==> config.mk <==
export PLATFORM = sky130hd
export DESIGN_NAME = instr_fetch
export DESIGN_NICKNAME = d
export VERILOG_FILES = /design/src/rtl/instr_fetch_pkg.sv /design/src/rtl/instr_fetch.sv
export SDC_FILE = /design/constraint.sdc
export NUM_CORES = 1
export LEC_CHECK = 0
export CORE_ASPECT_RATIO = 1.25
export CORE_MARGIN = 4
export CORE_UTILIZATION = 31
export CTS_CLUSTER_DIAMETER = 60
export DETAILED_ROUTE_END_ITERATION = 6
export SLEW_MARGIN = 20
export SYNTH_ARGS = -nofsm -noshare
export SYNTH_HDL_FRONTEND = slang
export SYNTH_SLANG_ARGS = --single-unit
==> constraint.sdc <==
create_clock -name i_clk -period 1.7 [get_ports i_clk]
set_input_delay 0.34 -clock i_clk [delete_from_list [all_inputs] [get_ports i_clk]]
set_output_delay 0.34 -clock i_clk [all_outputs]
set_load 0.02 [all_outputs]
==> src/rtl/instr_fetch_pkg.sv <==
// Shared widths, reset vector and fetch-state encoding for the instruction fetch unit.
package instr_fetch_pkg;

  localparam int unsigned PC_W    = 16;
  localparam int unsigned INSTR_W = 18;

  localparam logic [PC_W-1:0] RESET_PC = 16'h0000;

  typedef enum logic [1:0] {
    START = 2'd0,
    FETCH = 2'd1,
    HOLD  = 2'd2,
    DRAIN = 2'd3
  } fetch_state_e;

endpackage

==> src/rtl/instr_fetch.sv <==
// Instruction fetch unit: issues one program-memory read at a time, buffers the
// returned word for decode, and handles redirects, including redirects that land
// while a request is still outstanding (the stale response is drained and dropped).
module instr_fetch
  import instr_fetch_pkg::*;
(
  input  logic               i_clk,
  input  logic               i_rst,
  output logic [PC_W-1:0]    o_imemAddr,
  output logic               o_imemReq,
  input  logic               i_imemAck,
  input  logic [INSTR_W-1:0] i_imemData,
  output logic [INSTR_W-1:0] o_instruction,
  output logic               o_instrValid,
  output logic [PC_W-1:0]    o_instrPc,
  input  logic               i_decodeReady,
  input  logic               i_jumpTaken,
  input  logic [PC_W-1:0]    i_jumpTarget
);

  fetch_state_e       state_q, state_d;
  logic [PC_W-1:0]    pc_q, pc_d;
  logic [PC_W-1:0]    req_addr_q, req_addr_d;
  logic [PC_W-1:0]    instr_pc_q, instr_pc_d;
  logic [INSTR_W-1:0] instr_buf_q, instr_buf_d;
  logic               valid_q, valid_d;
  logic               req_q, req_d;
  logic [PC_W-1:0]    pc_inc;

  // Sequential successor of the address just fetched; wraps naturally at 16 bits.
  always_comb pc_inc = req_addr_q + PC_W'(1);

  // Next-state and register update logic; jumps always win over sequential flow.
  always_comb begin
    state_d     = state_q;
    pc_d        = pc_q;
    req_addr_d  = req_addr_q;
    instr_pc_d  = instr_pc_q;
    instr_buf_d = instr_buf_q;
    valid_d     = valid_q;

    unique case (state_q)
      START: begin
        req_addr_d = pc_q;
        state_d    = FETCH;
      end
      FETCH: begin
        if (i_imemAck) begin
          if (i_jumpTaken) begin
            pc_d       = i_jumpTarget;
            req_addr_d = i_jumpTarget;
          end else begin
            instr_buf_d = i_imemData;
            instr_pc_d  = req_addr_q;
            valid_d     = 1'b1;
            pc_d        = pc_inc;
            state_d     = HOLD;
          end
        end else if (i_jumpTaken) begin
          // Request must stay stable until acked, so remember the target and drain.
          pc_d    = i_jumpTarget;
          state_d = DRAIN;
        end
      end
      DRAIN: begin
        if (i_jumpTaken) begin
          pc_d = i_jumpTarget;
        end
        if (i_imemAck) begin
          req_addr_d = pc_d;
          state_d    = FETCH;
        end
      end
      HOLD: begin
        if (i_jumpTaken) begin
          valid_d    = 1'b0;
          pc_d       = i_jumpTarget;
          req_addr_d = i_jumpTarget;
          state_d    = FETCH;
        end else if (valid_q && i_decodeReady) begin
          valid_d    = 1'b0;
          req_addr_d = pc_q;
          state_d    = FETCH;
        end
      end
      default: state_d = START;
    endcase

    req_d = (state_d == FETCH) || (state_d == DRAIN);
  end

  // State and datapath registers with synchronous reset.
  always_ff @(posedge i_clk) begin
    if (i_rst) begin
      state_q     <= START;
      pc_q        <= RESET_PC;
      req_addr_q  <= RESET_PC;
      instr_pc_q  <= RESET_PC;
      instr_buf_q <= '0;
      valid_q     <= 1'b0;
      req_q       <= 1'b0;
    end else begin
      state_q     <= state_d;
      pc_q        <= pc_d;
      req_addr_q  <= req_addr_d;
      instr_pc_q  <= instr_pc_d;
      instr_buf_q <= instr_buf_d;
      valid_q     <= valid_d;
      req_q       <= req_d;
    end
  end

  assign o_imemAddr    = req_addr_q;
  assign o_imemReq     = req_q;
  assign o_instruction = instr_buf_q;
  assign o_instrValid  = valid_q;
  assign o_instrPc     = instr_pc_q;

endmodule

==> run_results.csv <==
group,metric,value,unit
status,status,"completed",
sta,hold_viol,0,
setup_path,critPathKind,"register to primary output",
floorplanning,start_util,0.322,
grt,first_global_vias,3227,
sta,setup_ws,0.0663,ns
synthesis,synth-edff-count,0,
grt,grt.total_usage,0.169,
floorplanning,core_area,9810,um^2
placed_design,dp_hpwl,7.32,mm
floorplanning,io_pins,91,
cts,cts_tree,"built",
setup_path,path_buf_inv,1,
synthesis,syn_avg_cell_area,7.94,um^2
finish,num-nets-final,564,
setup_path,critical_path.endpoint_type,"primary output",
synthesis,synth_top_family_by_area,"simple AND/OR/NAND/NOR gates",
synthesis,yosys_warnings,0,
floorplanning,die_y,121,um
cts,clkSinkCount,69,
setup_path,timing.rr.end,"o_imemAddr[2]",
setup_path,start_kind,"register",
sta,setup_viol,0,
synthesis,postSynthCellCount,398,
route,dr.first_iter.drc_count,288,
synthesis,synth_simple_gate_area_frac,0.248,
placed_design,gp_congestion,0.901,
placed_design,pre_cts_ws,-0.260,ns
min_path,min_to,"o_instrPc[7]",
placed_design,dp_cells,635,
setup_path,crit_chain,"clkdlybuf4s50_1",
power,vdd_ir_drop_max,0.489,mV
synthesis,synth_compound_area_frac,0.209,
setup_path,cpMaxStageDelayCell,"clkdlybuf4s50_1",
min_path,hp-class,"primary input to register",
finish,n_fill_cell,944,
sta,tns,0,ns
cts,postCtsHoldBufs,0,
synthesis,seq_area_frac_synth,0.437,
sta,fmax,612,MHz
power,power.density,958,nW/um^2
setup_path,crit_family,"buffers and inverters",
setup_path,critical_path.max_fanout,4,
setup_path,reg2regPathDepth,6,
finish,drive_gt1_frac,0.185,
grt,grt_overflow,0,
placed_design,port_buffers,90,
min_path,hold_depth,2,
sta,slew_headroom,0.708,
setup_path,rr_startpoint,"state_q[1]",
route,wl_per_cell,15.8,um
route,viasPerCell,5.09,
synthesis,synth_top_area_share,0.437,
grt,grt_max_degree,35,
floorplanning,fp.dieW,98.3,um
grt,antenna_found_initial,0,
cts,clockBufferDepth,2,
sta,fin_worst_skew,0.00713,ns
sta,tightest_slew,0.437,ns
cts,cts_buffers,9,
route,ant_nets,0,
sta,fin_crit,1.63,ns
synthesis,yosys-top-cells-area,"dfxtp_1, nand2_1, a21oi_1",
finish,antenna_cells,0,
synthesis,synth_top_area_cell,"dfxtp_1",
finish,instances_no_fill,655,
route,drt-pass1-iter-count,6,
min_path,hold_start,"i_rst",
sta,rsz0062_at_grt,"true",
synthesis,synth_flop_cell,"dfxtp_1",
finish,synthToLayoutAreaGrowth,58.1,%
synthesis,synthAdderAreaFrac,0.00396,
cts,worst_skew_pair.late_latency,0.33,ns
floorplanning,dieArea,11900,um^2
grt,grt_first_pass_wirelength,16.2,mm
route,dr_total_vias,3333,
synthesis,synthMuxAreaShare,0.00633,
setup_path,slowest_delay,0.60,ns
synthesis,async_reset_ff_frac,0,
setup_path,rrSetupSlack,0.10,ns
sta,post-route-period-util,0.961,
sta,slew_violations,0,
cts,cts.reportedPaths.clkPinSlew,0.06,ns
sta,fin_hold_ws,0.412,ns
floorplanning,num_rows,40,
synthesis,synth-xor-area-share,0.0388,
route,drc,0,
synthesis,synth_nets,438,
route,totalWireLength,10.4,mm
power,leakagePower,1.94,nW
cts,root_buffer,"clkbuf_16",
power,fin_total_pwr,4.79,mW
cts,cts_max_level,3,
finish,layout_common_cells,"nand2_1, clkdlybuf4s50_1, dfxtp_1",
synthesis,synth-seq-cells,69,
synthesis,synth_cell_type_count,41,
finish,final_common_cell,"nand2_1",
synthesis,synth.cell_area,3160,um^2
setup_path,crit_required,1.36,ns
flow_run,drv_cap,0,
setup_path,arrival,1.29,ns
## cell type report
cell class | count | area (um^2) | area share
multi-input combinational | 293 | 1650 | 0.330
timing repair buffer | 148 | 1460 | 0.292
sequential | 69 | 1390 | 0.279
clock buffer | 10 | 229 | 0.0458
tap | 126 | 158 | 0.0316
clock inverter | 6 | 93.8 | 0.0188
inverter | 3 | 11.3 | 0.00225
## cells by family after synthesis
kind of cell / after synthesis
and+or+nand+nor: 184
AOI/OAI and AO/OA: 92
DFF: 69
buffers and inverters: 36
xor gates and xnor gates: 14
muxes: 2
adders and majority gates: 1
## worst max-delay path by stage
stage | startpoint | endpoint | cells after the start
after CTS | o_imemAddr[1] | pc_q[14] | 6
after detailed placement | i_jumpTaken | o_imemAddr[9] | 7
after global routing | o_instrValid | o_imemAddr[2] | 5
after global placement | i_jumpTaken | o_imemAddr[0] | 7
final | o_imemAddr[1] | o_imemAddr[1] | 1
after floorplan | o_imemAddr[0] | pc_q[14] | 7
## flip-flops by register name, indices dropped and copies added, names as in the netlist
signal and count:
o_imemAddr 16, o_imemReq 1, o_instrPc 16, o_instrValid 1, o_instruction 18, pc_q 16, state_q 1
## synthesized netlist by cell type, drive strengths merged (3+ instances only)
cell type    n
nand2      117
dfxtp       69
a21oi       39
nor2        28
buf         20
a311oi      18
clkbuf      13
nor3        12
a222oi      11
o22ai        8
xnor2        8
nand4        7
o21ai        7
nand3        6
xor2         6
nor2b        4
inv          3
nor4         3
## through the flow
step	util	cell area [um^2]
detailed placement	0.463	4540
floorplan	-	3160
global placement	0.463	4540
finish	0.509	5000
global route	0.509	5000
CTS	0.494	4840
## timing repair
item,CTS,global route
endpoints found under the setup margin,17,20
setup buffers,0,2
pin swaps,0,9
gates resized for setup,17,21
gates cloned,0,2
## per-layer routing
layer  GRT usage  wire length (um)  vias to the layer above
li1            -                 -                     1652
met1       0.207              4360                     1542
met2       0.294              5100                      125
met3      0.0380               690                       14
met4      0.0495               207                        0
met5           0                 0                        -
## power breakdown
group | total (mW) | leakage [nW] | internal (mW) | switching (mW)
registers | 1.80 | 0.566 | 1.72 | 0.0794
clock network | 2.01 | 0.154 | 1.30 | 0.715
logic | 0.981 | 1.22 | 0.475 | 0.506
Power figures use the tool's default switching activity.
